`src/rtl/frac_div_pkg.sv`:
```
// Shared widths, types and constants for the fractional ratio generator.
// Build option FRAC_LSB_DITHER_EN adds an LFSR LSB dither into the MASH input.
package frac_div_pkg;

    localparam int P_WIDTH  = 5;
    localparam int S_WIDTH  = 3;
    localparam int F_WIDTH  = 8;
    localparam int R_WIDTH  = P_WIDTH + S_WIDTH;
    localparam int NMIN_DEF = 16;
    localparam int NMAX_DEF = 255;
    localparam int LFSR_W   = 15;

    typedef logic [R_WIDTH-1:0]        ratio_t;
    typedef logic signed [3:0]         dither_t;
    typedef logic [F_WIDTH-1:0]        frac_t;
    typedef logic [P_WIDTH-1:0]        p_t;
    typedef logic [S_WIDTH-1:0]        s_t;
    typedef logic signed [R_WIDTH+1:0] nwide_t;

    localparam dither_t DITHER_MIN = -4'sd3;
    localparam dither_t DITHER_MAX = 4'sd4;

    localparam logic [LFSR_W-1:0] LFSR_SEED = 15'h0001;

    function automatic dither_t to_d(input logic b);
        return dither_t'({3'b000, b});
    endfunction

endpackage

```
`src/rtl/frac_ratio_gen_if.sv`:
```
// Control/ratio bundle between the divider control side and the generator.
// Master drives the ratio request, slave returns the P/S presets.
interface frac_ratio_gen_if
    import frac_div_pkg::*;
();

    logic   en;
    logic   LDi;
    ratio_t N_int;
    frac_t  K_frac;
    p_t     Po;
    s_t     So;
    logic   upd;
    logic   sat;

    modport master (
        output en, LDi, N_int, K_frac,
        input  Po, So, upd, sat
    );

    modport slave (
        input  en, LDi, N_int, K_frac,
        output Po, So, upd, sat
    );

endinterface

```
`src/rtl/frac_ratio_gen_mash_stage.sv`:
```
// One first-order MASH section: F_WIDTH accumulator with carry out.
// sum/carry are the next-state value, so stages chain in one cycle.
module mash_stage
    import frac_div_pkg::*;
(
    input  logic  clk,
    input  logic  rst,
    input  logic  step,
    input  frac_t inc,
    input  logic  cin,
    output frac_t sum,
    output logic  carry
);

    frac_t acc_q;
    frac_t acc_d;

    always_comb begin
        {carry, sum} = {1'b0, acc_q}
                     + {1'b0, inc}
                     + {{F_WIDTH{1'b0}}, cin};
        acc_d = step ? sum : acc_q;
    end

    always_ff @(posedge clk) begin
        if (rst) begin
            acc_q <= '0;
        end else begin
            acc_q <= acc_d;
        end
    end

endmodule

```
`src/rtl/frac_ratio_gen.sv`:
```
// MASH 1-1-1 ratio generator: N = N_int + dither, split into P/S presets.
// Define FRAC_LSB_DITHER_EN to add a 15-bit LFSR LSB dither on acc1.
module frac_ratio_gen
    import frac_div_pkg::*;
#(
    parameter int NMIN = NMIN_DEF,
    parameter int NMAX = NMAX_DEF
)
(
    input logic              Fin,
    input logic              rst,
    frac_ratio_gen_if.slave  bus
);

    localparam ratio_t NMIN_R = ratio_t'(NMIN);
    localparam ratio_t NMAX_R = ratio_t'(NMAX);
    localparam nwide_t NMIN_W = nwide_t'(NMIN);
    localparam nwide_t NMAX_W = nwide_t'(NMAX);

    logic    step;
    logic    cin;
    frac_t   s1, s2, s3;
    logic    c1, c2, c3;
    dither_t y;
    logic    unused_s3;

    logic    c2_dly_q, c2_dly_d;
    logic    c3_dly_q, c3_dly_d;
    logic    c3_dly2_q, c3_dly2_d;

    nwide_t  n_q, n_d;
    logic    pend_q, pend_d;

    p_t      po_q, po_d;
    s_t      so_q, so_d;
    logic    upd_q, upd_d;
    logic    sat_q, sat_d;
    ratio_t  r;
    logic    clip;

    assign step      = bus.LDi & bus.en;
    assign unused_s3 = ^s3;

`ifdef FRAC_LSB_DITHER_EN
    logic [LFSR_W-1:0] lfsr_q, lfsr_d;

    always_comb begin
        lfsr_d = lfsr_q;
        if (step) begin
            lfsr_d = {lfsr_q[13:0], lfsr_q[14] ^ lfsr_q[13]};
        end
    end

    always_ff @(posedge Fin) begin
        if (rst) begin
            lfsr_q <= LFSR_SEED;
        end else begin
            lfsr_q <= lfsr_d;
        end
    end

    assign cin = lfsr_q[0];
`else
    assign cin = 1'b0;
`endif

    mash_stage u_st1 (
        .clk   (Fin),
        .rst   (rst),
        .step  (step),
        .inc   (bus.K_frac),
        .cin   (cin),
        .sum   (s1),
        .carry (c1)
    );

    mash_stage u_st2 (
        .clk   (Fin),
        .rst   (rst),
        .step  (step),
        .inc   (s1),
        .cin   (1'b0),
        .sum   (s2),
        .carry (c2)
    );

    mash_stage u_st3 (
        .clk   (Fin),
        .rst   (rst),
        .step  (step),
        .inc   (s2),
        .cin   (1'b0),
        .sum   (s3),
        .carry (c3)
    );

    // Noise shaping: c1 + d(c2) + d2(c3), range DITHER_MIN..DITHER_MAX
    always_comb begin
        y = '0;
        if (bus.en) begin
            y = to_d(c1)
              + to_d(c2) - to_d(c2_dly_q)
              + to_d(c3) - to_d(c3_dly_q) - to_d(c3_dly_q)
              + to_d(c3_dly2_q);
        end
    end

    always_comb begin
        c2_dly_d  = c2_dly_q;
        c3_dly_d  = c3_dly_q;
        c3_dly2_d = c3_dly2_q;
        if (step) begin
            c2_dly_d  = c2;
            c3_dly_d  = c3;
            c3_dly2_d = c3_dly_q;
        end
    end

    always_comb begin
        n_d    = n_q;
        pend_d = bus.LDi;
        if (bus.LDi) begin
            n_d = nwide_t'({2'b00, bus.N_int}) + nwide_t'(y);
        end
    end

    always_ff @(posedge Fin) begin
        if (rst) begin
            c2_dly_q  <= 1'b0;
            c3_dly_q  <= 1'b0;
            c3_dly2_q <= 1'b0;
            n_q       <= '0;
            pend_q    <= 1'b0;
        end else begin
            c2_dly_q  <= c2_dly_d;
            c3_dly_q  <= c3_dly_d;
            c3_dly2_q <= c3_dly2_d;
            n_q       <= n_d;
            pend_q    <= pend_d;
        end
    end

    // Clamp into the legal dual-modulus range, then split to P/S
    always_comb begin
        r     = n_q[R_WIDTH-1:0];
        clip  = 1'b0;
        if (n_q < NMIN_W) begin
            r    = NMIN_R;
            clip = 1'b1;
        end else if (n_q > NMAX_W) begin
            r    = NMAX_R;
            clip = 1'b1;
        end
        po_d  = po_q;
        so_d  = so_q;
        sat_d = sat_q;
        upd_d = pend_q;
        if (pend_q) begin
            po_d  = r[R_WIDTH-1:S_WIDTH];
            so_d  = r[S_WIDTH-1:0];
            sat_d = sat_q | clip;
        end
    end

    always_ff @(posedge Fin) begin
        if (rst) begin
            po_q  <= NMIN_R[R_WIDTH-1:S_WIDTH];
            so_q  <= NMIN_R[S_WIDTH-1:0];
            upd_q <= 1'b0;
            sat_q <= 1'b0;
        end else begin
            po_q  <= po_d;
            so_q  <= so_d;
            upd_q <= upd_d;
            sat_q <= sat_d;
        end
    end

    assign bus.Po  = po_q;
    assign bus.So  = so_q;
    assign bus.upd = upd_q;
    assign bus.sat = sat_q;

endmodule

```
`src/flat_wrapper.sv`:
```
// flat-port wrapper written by rule: the top's interface ports become plain ports
module frac_ratio_gen_flat import frac_div_pkg::*;
#(
    parameter int NMIN = NMIN_DEF,
    parameter int NMAX = NMAX_DEF
)
  (Fin, rst, bus_en, bus_LDi, bus_N_int, bus_K_frac, bus_Po, bus_So, bus_upd, bus_sat);
  frac_ratio_gen_if bus_i ();
  input logic Fin;
  input logic rst;
  input wire logic [$bits(bus_i.en)-1:0] bus_en;
  input wire logic [$bits(bus_i.LDi)-1:0] bus_LDi;
  input wire logic [$bits(bus_i.N_int)-1:0] bus_N_int;
  input wire logic [$bits(bus_i.K_frac)-1:0] bus_K_frac;
  output wire logic [$bits(bus_i.Po)-1:0] bus_Po;
  output wire logic [$bits(bus_i.So)-1:0] bus_So;
  output wire logic [$bits(bus_i.upd)-1:0] bus_upd;
  output wire logic [$bits(bus_i.sat)-1:0] bus_sat;
  assign bus_i.en = bus_en;
  assign bus_i.LDi = bus_LDi;
  assign bus_i.N_int = bus_N_int;
  assign bus_i.K_frac = bus_K_frac;
  assign bus_Po = bus_i.Po;
  assign bus_So = bus_i.So;
  assign bus_upd = bus_i.upd;
  assign bus_sat = bus_i.sat;
  frac_ratio_gen #(.NMIN(NMIN), .NMAX(NMAX)) u_core (.Fin(Fin), .rst(rst), .bus(bus_i));
endmodule
```
`config.mk`:
```
export PLATFORM = sky130hd
export DESIGN_NAME = frac_ratio_gen_flat
export DESIGN_NICKNAME = d
export VERILOG_FILES = /design/src/rtl/frac_div_pkg.sv /design/src/rtl/frac_ratio_gen_if.sv /design/src/rtl/frac_ratio_gen_mash_stage.sv /design/src/rtl/frac_ratio_gen.sv /design/src/flat_wrapper.sv
export SDC_FILE = /design/constraint.sdc
export NUM_CORES = 1
export LEC_CHECK = 0
export CAP_MARGIN = 20
export CORE_MARGIN = 1
export CORE_UTILIZATION = 30
export CTS_BUF_LIST = sky130_fd_sc_hd__clkbuf_4 sky130_fd_sc_hd__clkbuf_8
export DETAILED_ROUTE_END_ITERATION = 16
export PLACE_DENSITY_LB_ADDON = 0.3
export SYNTH_ARGS = -nofsm -noshare
export SYNTH_HDL_FRONTEND = slang
export SYNTH_HIERARCHICAL = 1
export SYNTH_SLANG_ARGS = --single-unit
```
`constraint.sdc`:
```
create_clock -name Fin -period 10.1 [get_ports Fin]
set_clock_uncertainty 0.1 [all_clocks]
set_input_delay 3.03 -clock Fin [delete_from_list [all_inputs] [get_ports Fin]]
set_output_delay 3.03 -clock Fin [all_outputs]
set_load 0.05 [all_outputs]
```
-- Yosys cells after proc, flatten, opt, wreduce, memory -nomap -nowiden
Index checks and enable logic that the tools add are counted.
- logic and storage cells: 31
- bits in writable memories: 0
- input bits: 20
- register bits: 48
- memory bits (read-only): 0
- latch bits: 0
- memories kept: 0
- reductions and logical operators: 0
- mux-type cells: 5
- shift-type cells: 0
- $lt $le $gt $ge: 2
- bitwise operators: 2
- multiply operators: 0
- divide/modulo/power cells: 0
- equality and inequality tests: 0
- $add $sub $neg: 10
- operators with widths (kind ; count):
    $add 8x8->9 ; 3
    $mux 8 ; 2
    $sub 4x2->4 ; 3
    $add 9x4->10 ; 1
    $gt 10x9->1 const B ; 1
    $lt 10x6->1 const B ; 1
    $add 4x2->4 ; 2
    $mux 4 ; 1
    $add 1x1->2 ; 1
    $mux 1 ; 2
    $and 1x1->1 ; 1
    $or 1x1->1 ; 1

-- Longest topological paths before layout
Gate-level depths: netlist of the first run.
- word-level depth: 10
- gate-level depth with buffers: 27

-- By module
The synthesis of the first run kept the hierarchy.
- by module, submodules not included (module ; instances ; area an instance (um2) ; cells each):
    frac_ratio_gen ; 1 ; 1516.5 ; 184
    mash_stage at u_core.u_st1 ... ; 2 ; 678.2 ; 78
    mash_stage at u_core.u_st2 ; 1 ; 670.6 ; 77

-- Worst setup path before layout of the first run
Ideal clock, no wire load.
- path type: input -> register
- start: in bus_K_frac[0]
- end: reg u_core.n_q[6]
- stages: 26
- required time: 9.938 ns
- setup slack: 1.385 ns
- path buffers: 0
- setup time: 0.062 ns
- data arrival time: 8.553 ns
- cell sequence: fa_1 fa_1 a21o_1 a211o_1 a21oi_2 xnor2_1 ha_1 nand2_1 o21ai_0 nor2_1 xnor2_1 ha_1 nand2_1 o21ai_0 inv_1 fa_1 inv_1 ha_1 fa_1 and2_1 ha_1 nor2b_1 o31a_1 o21ai_1 or4b_1 nand3_1
- RTL lines (item ; RTL line ; text):
    start: declaration ; flat_wrapper.sv:14 ; input wire logic [$bits(bus_i.K_frac)-1:0] bus_K_frac;
    $add 8x8->9 ; frac_ratio_gen_mash_stage.sv:20 ; + {1'b0, inc}
    via u_core.s1[6] ; frac_ratio_gen.sv:22 ; frac_t s1, s2, s3;
    $add 8x8->9 ; frac_ratio_gen_mash_stage.sv:20 ;
    via u_core.s2[7] ; frac_ratio_gen.sv:22 ;
    $add 8x8->9 ; frac_ratio_gen_mash_stage.sv:20 ;
    via u_core.c3 ; frac_ratio_gen.sv:23 ; logic c1, c2, c3;
    $add 4x2->4 ; frac_ratio_gen.sv:103 ; + to_d(c3) - to_d(c3_dly_q) - to_d(c3_dly_q)
    $sub 4x2->4 (2 in series) ; frac_ratio_gen.sv:103 ;
    $add 4x2->4 ; frac_ratio_gen.sv:104 ; + to_d(c3_dly2_q);
    $mux 4 ; frac_ratio_gen.sv:100 ; if (bus.en) begin
    $add 9x4->10 ; frac_ratio_gen.sv:123 ; n_d = nwide_t'({2'b00, bus.N_int}) + nwide_t'(y);
    end signal: assignment ; frac_ratio_gen.sv:138 ; n_q <= n_d;
    end: declaration ; frac_ratio_gen.sv:31 ; nwide_t n_q, n_d;
The timed path passes the listed nets, and every way through them passes these cells.
A chain may end at the register's enable or synchronous reset.

-- Worst setup path after layout of the first run
- start: in bus_K_frac[0]
- end: reg u_core.n_q[8]
The elaborated chain is that of the path after synthesis.

==> impl_metrics.json, run 1 <==
{
  "drtAntennaViolNets": 0,
  "crit-reg2reg-capture": "u_core/n_q[8]",
  "hold_viol": 0,
  "final_cell_area_um2": 4080,
  "h-tree-depth": 2,
  "p_leak_uw": 0.00168,
  "synthCells": 413,
  "cts_hold_buf": 0,
  "cts.sinks": 48,
  "cts_root_buffer": "clkbuf_8",
  "rr_worst_depth": 26,
  "min_to": "u_core/c2_dly_q",
  "power_density_nw_per_um2": 179,
  "syn_to_final_growth_pct": 16.1,
  "clock_path_buffers": 2,
  "first_pass_iters": 4,
  "place_congestion": 0.840,
  "drt_iter0_markers": 164,
  "place_area_um2": 3940,
  "dp_hpwl_um": 5520,
  "path_max_fanout": 6,
  "fin_crit_ps": 9330,
  "cp.required_ps": 10250,
  "clk_latency_ps": 310,
  "num_vias": 2996,
  "synth_area_per_cell_um2": 8.50,
  "multi_input_area_um2": 2390,
  "rsz0062_at_grt": "no",
  "worst_slew_pin_slew_ps": 820,
  "drc": 0,
  "n_fill_cell": 1201,
  "cts_buffers": 5,
  "nets": 504,
  "grt_pass1_vias": 2913,
  "hold_class": "register to register",
  "syn-cell-area_um2": 3510,
  "crit_type": "primary input to register",
  "n_antenna_cell": 0,
  "cap_viol_max_count": 0,
  "die_area_um2": 12100,
  "outcome": "finished clean",
  "io_buffers": 29,
  "overflow": 0,
  "max-slew-margin-rel_pct": 45.2,
  "layout_common_cells": "dfxtp_1, nor2_1, ha_1",
  "post_cts_resized": 0,
  "hold_start": "u_core/c2_dly_q",
  "ff_latch_area_um2": 961,
  "drive_gt1_share_pct": 6.36,
  "viasPerCell": 5.14,
  "period_share_pct": 92.4,
  "path_clk_slew_ps": 100,
  "tns_ps": 0,
  "grt_max_degree": 70,
  "die_w_um": 110,
  "setup_viol": 0,
  "grt_util_all_layers_pct": 13.7,
  "min_path_cells": 2,
  "cts_tree": "yes",
  "chipHeight_um": 110,
  "post-cts-setup-buffers": 0,
  "initial_core_util_pct": 30.7,
  "core_area_um2": 11400,
  "wl_per_cell_um": 13.1,
  "reg2reg_from": "u_core/u_st1/acc_q[0]",
  "wl_um": 7650,
  "max-vdd-ir-drop_uv": 126,
  "grt_pass1_wl_um": 13200,
  "arrival_ps": 9480,
  "max_freq_mhz": 107,
  "end_kind": "register",
  "r2r_setup_slack_ps": 3650,
  "finalMaxSlewViolations": 0,
  "rows": 39,
  "ys.warnings.count": 6,
  "final_common_cell": "dfxtp_1",
  "startpoint_type": "primary input",
  "io_pins": 30,
  "antenna_found_initial": 0
}
[flip-flops by register name (all words and copies together) (netlist names), 3 cells and up]
| register | cells |
|---|---|
| u_core/u_st3/acc_q | 8 |
| u_core/n_q | 10 |
| u_core/u_st1/acc_q | 8 |
| u_core/bus.Po | 5 |
| u_core/u_st2/acc_q | 8 |
| u_core/bus.So | 3 |
[per-stage QoR]
stage | worst slack, ps | util [%] | instances | total power, uW | hold WS [ps]
2_1_floorplan | 1420 | - | 415 | 492 | 336
3_3_place_gp | 631 | 34.5 | 575 | 556 | 346
3_5_place_dp | 474 | 34.5 | 575 | 561 | 356
4_1_cts | 800 | 35.7 | 583 | 740 | 372
5_1_grt | 315 | 35.7 | 583 | 797 | 408
6_report | 765 | 35.7 | 583 | 731 | 370
[how the worst max path moves through the flow]
stage                        startpoint       endpoint  slack [ps]  cells after the start
after global routing      bus_K_frac[0]  u_core/n_q[6]         320                     27
final                     bus_K_frac[0]  u_core/n_q[8]         770                     27
after CTS                 bus_K_frac[0]  u_core/n_q[8]         800                     27
after floorplan           bus_K_frac[0]  u_core/n_q[6]        1420                     26
after detailed placement  bus_K_frac[0]  u_core/n_q[8]         470                     27
after global placement    bus_K_frac[0]  u_core/n_q[8]         630                     27
[worst max-delay path, cell delays in order]
cell             delay, ps
clkdlybuf4s50_1        430
fa_1                   470
fa_1                   420
a21o_1                 200
a211o_1                350
a21oi_2                170
xnor2_1                 80
ha_1                   390
nand2_1                110
o21ai_0                320
nor2_1                  90
xnor2_1                140
ha_1                   330
nand2_1                 60
o21ai_0                200
inv_1                   90
fa_1                   410
inv_1                   60
ha_1                   160
fa_1                   420
and2_1                 170
ha_1                   320
nor2b_1                160
o31a_1                 280
o41ai_1                420
nand2_1                100
o211ai_1               100
[where the power goes]
part	leakage (uW)	switching, uW	internal, uW	total, uW
sequential	0.000393	15.6	214	229
clock	0.0000687	72.7	99.8	172
combinational	0.00122	186	143	329
total	0.00168	275	456	731
[per-layer routing]
layer | share of wire, % | track usage (%)
met1 | 48 | 17.1
met2 | 47 | 24.0
met3 | 3.6 | 2.76
met4 | 1.2 | 3.85
met5 | 0 | 0
[layout make-up]
class                           instances  area share [%]
Timing Repair Buffer                   31            7.37
Inverter                               28            2.58
Clock buffer                            5            1.69
Multi-Input combinational cell        325            58.7
Clock inverter                          3            1.69
Sequential cell                        48            23.6
Tap cell                              143            4.39
Power figures use the tool's default switching activity.
==> inputs of run 2 (changes only) <==
--- a/config.mk
+++ b/config.mk
@@ -5,12 +5,14 @@
 export SDC_FILE = /design/constraint.sdc
 export NUM_CORES = 1
 export LEC_CHECK = 0
+export ABC_AREA = 1
 export CAP_MARGIN = 20
 export CORE_MARGIN = 1
-export CORE_UTILIZATION = 30
+export CORE_UTILIZATION = 35
 export CTS_BUF_LIST = sky130_fd_sc_hd__clkbuf_4 sky130_fd_sc_hd__clkbuf_8
 export DETAILED_ROUTE_END_ITERATION = 16
 export PLACE_DENSITY_LB_ADDON = 0.3
+export SKIP_CTS_REPAIR_TIMING = 1
 export SYNTH_ARGS = -nofsm -noshare
 export SYNTH_HDL_FRONTEND = slang
 export SYNTH_HIERARCHICAL = 1
==> run 2 against run 1 <==
Compared with the run above: global-route usage rose by 1.8 points; die area fell by 12%; final cell count increased by 18%; non-clock buffer count decreased by 1; critical path depth rose by 7; count of clock-buffer cells in the layout unchanged; critical path type unchanged.
==> impl_metrics.json, run 2 <==
{
  "grt_pass1_vias": 3063,
  "p_leak_uw": 0.00217,
  "max-slew-margin-rel_pct": 55.8,
  "rows": 36,
  "syn_to_final_growth_pct": 14.0,
  "cap_viol_max_count": 0,
  "tns_ps": 0,
  "setup_viol": 0,
  "io_pins": 30,
  "finalMaxSlewViolations": 0,
  "dp_slack_ps": 807,
  "grt_max_degree": 39,
  "highest_layer": "met4",
  "place_congestion": 0.868,
  "crit_slowest_cell": "o311ai_0",
  "cts.sinks": 48,
  "max-vdd-ir-drop_uv": 69.6,
  "wl_per_cell_um": 10.6,
  "cts_buffers": 5,
  "overflow": 0,
  "crit_type": "primary input to register",
  "drtAntennaViolNets": 0,
  "ys.warnings.count": 6,
  "end_kind": "register",
  "max_freq_mhz": 111,
  "rsz0062_at_grt": "no",
  "power_density_nw_per_um2": 160,
  "hold_class": "register to register",
  "path_clk_slew_ps": 90,
  "die_w_um": 103,
  "arrival_ps": 9100,
  "num_vias": 3158,
  "holdWs_ps": 353,
  "setup_ws_ps": 1110,
  "period_share_pct": 89.0,
  "synthCells": 527,
  "wl_met2_um": 3340,
  "wl_um": 7340,
  "chipHeight_um": 103,
  "hold_viol": 0,
  "path_max_fanout": 5,
  "cts_tree": "yes",
  "drt_iter0_markers": 136,
  "die_area_um2": 10700,
  "cp.buffers_inverters": 7,
  "grt_pass1_wl_um": 13200,
  "antenna_found_initial": 0,
  "clock_path_buffers": 2,
  "cp_top_family": "adder cells",
  "crit_top_cell": "nand2_1",
  "cts_root_buffer": "clkbuf_8",
  "drc": 0,
  "final_common_cell": "nand2_1",
  "startpoint_type": "primary input",
  "drive_gt1_share_pct": 4.86,
  "dp_hpwl_um": 5690,
  "h-tree-depth": 2,
  "clk_latency_ps": 310,
  "dp_cells": 681,
  "first_pass_iters": 4,
  "cpPeakStageDelay_ps": 590,
  "outcome": "finished clean",
  "synth_area_per_cell_um2": 6.81,
  "worst_slew_pin_slew_ps": 661,
  "top_register": "u_core/n_q",
  "cp.required_ps": 10210,
  "routed-wl-met3_um": 177,
  "n_antenna_cell": 0,
  "core_area_um2": 9860,
  "fin_crit_ps": 8990,
  "grt_util_all_layers_pct": 15.5,
  "io_buffers": 29,
  "layout_common_cells": "nand2_1, inv_1, nor2_1",
  "wl_met1_um": 3750,
  "power_uw": 654,
  "final_cells": 689,
  "viasPerCell": 4.58,
  "nets": 620,
  "initial_core_util_pct": 36.4,
  "syn-cell-area_um2": 3590,
  "largest_reg_flops": 10
}
-- run 2: cell type report --
class	instances	area, um2
tap	133	166
inverter	93	349
sequential	48	961
clock buffer	5	68.8
timing repair buffer	30	298
fill	1042	5770
clock inverter	3	42.5
multi-input combinational	377	2210
-- run 2: worst min-delay path, cell delays in order (launching register included) --
cell	delay (ps)
dfxtp_1	320
inv_1	50
a21oi_1	50
-- run 2: final timing paths --
path                            slack, ps             startpoint              to  cells past startpoint
worst max-delay path                 1110          bus_K_frac[0]   u_core/n_q[8]                     34
worst min-delay path                  350         u_core/bus.sat  u_core/bus.sat                      2
worst max register to register       4000  u_core/u_st1/acc_q[0]   u_core/n_q[8]                     33
worst min register to register        350         u_core/bus.sat  u_core/bus.sat                      2
-- run 2: through the flow --
step | util (%) | instance area (um2)
global route | 41.5 | 4100
CTS | 41.5 | 4100
detailed placement | 40.4 | 3980
floorplan | - | 3600
global placement | 40.4 | 3980
finish | 41.5 | 4100
-- run 2: layer usage --
metal	up-vias	global-route usage (%)
met5	-	0
met4	0	4.55
met3	5	2.69
met2	38	26.2
met1	1391	20.4
li1	1724	-
-- run 2: report_power, final --
part	internal (uW)	leakage (uW)	total [uW]	switching, uW
Sequential	208	0.000396	219	11.2
Combinational	115	0.00172	294	179
Clock	73.3	0.0000541	141	68.1
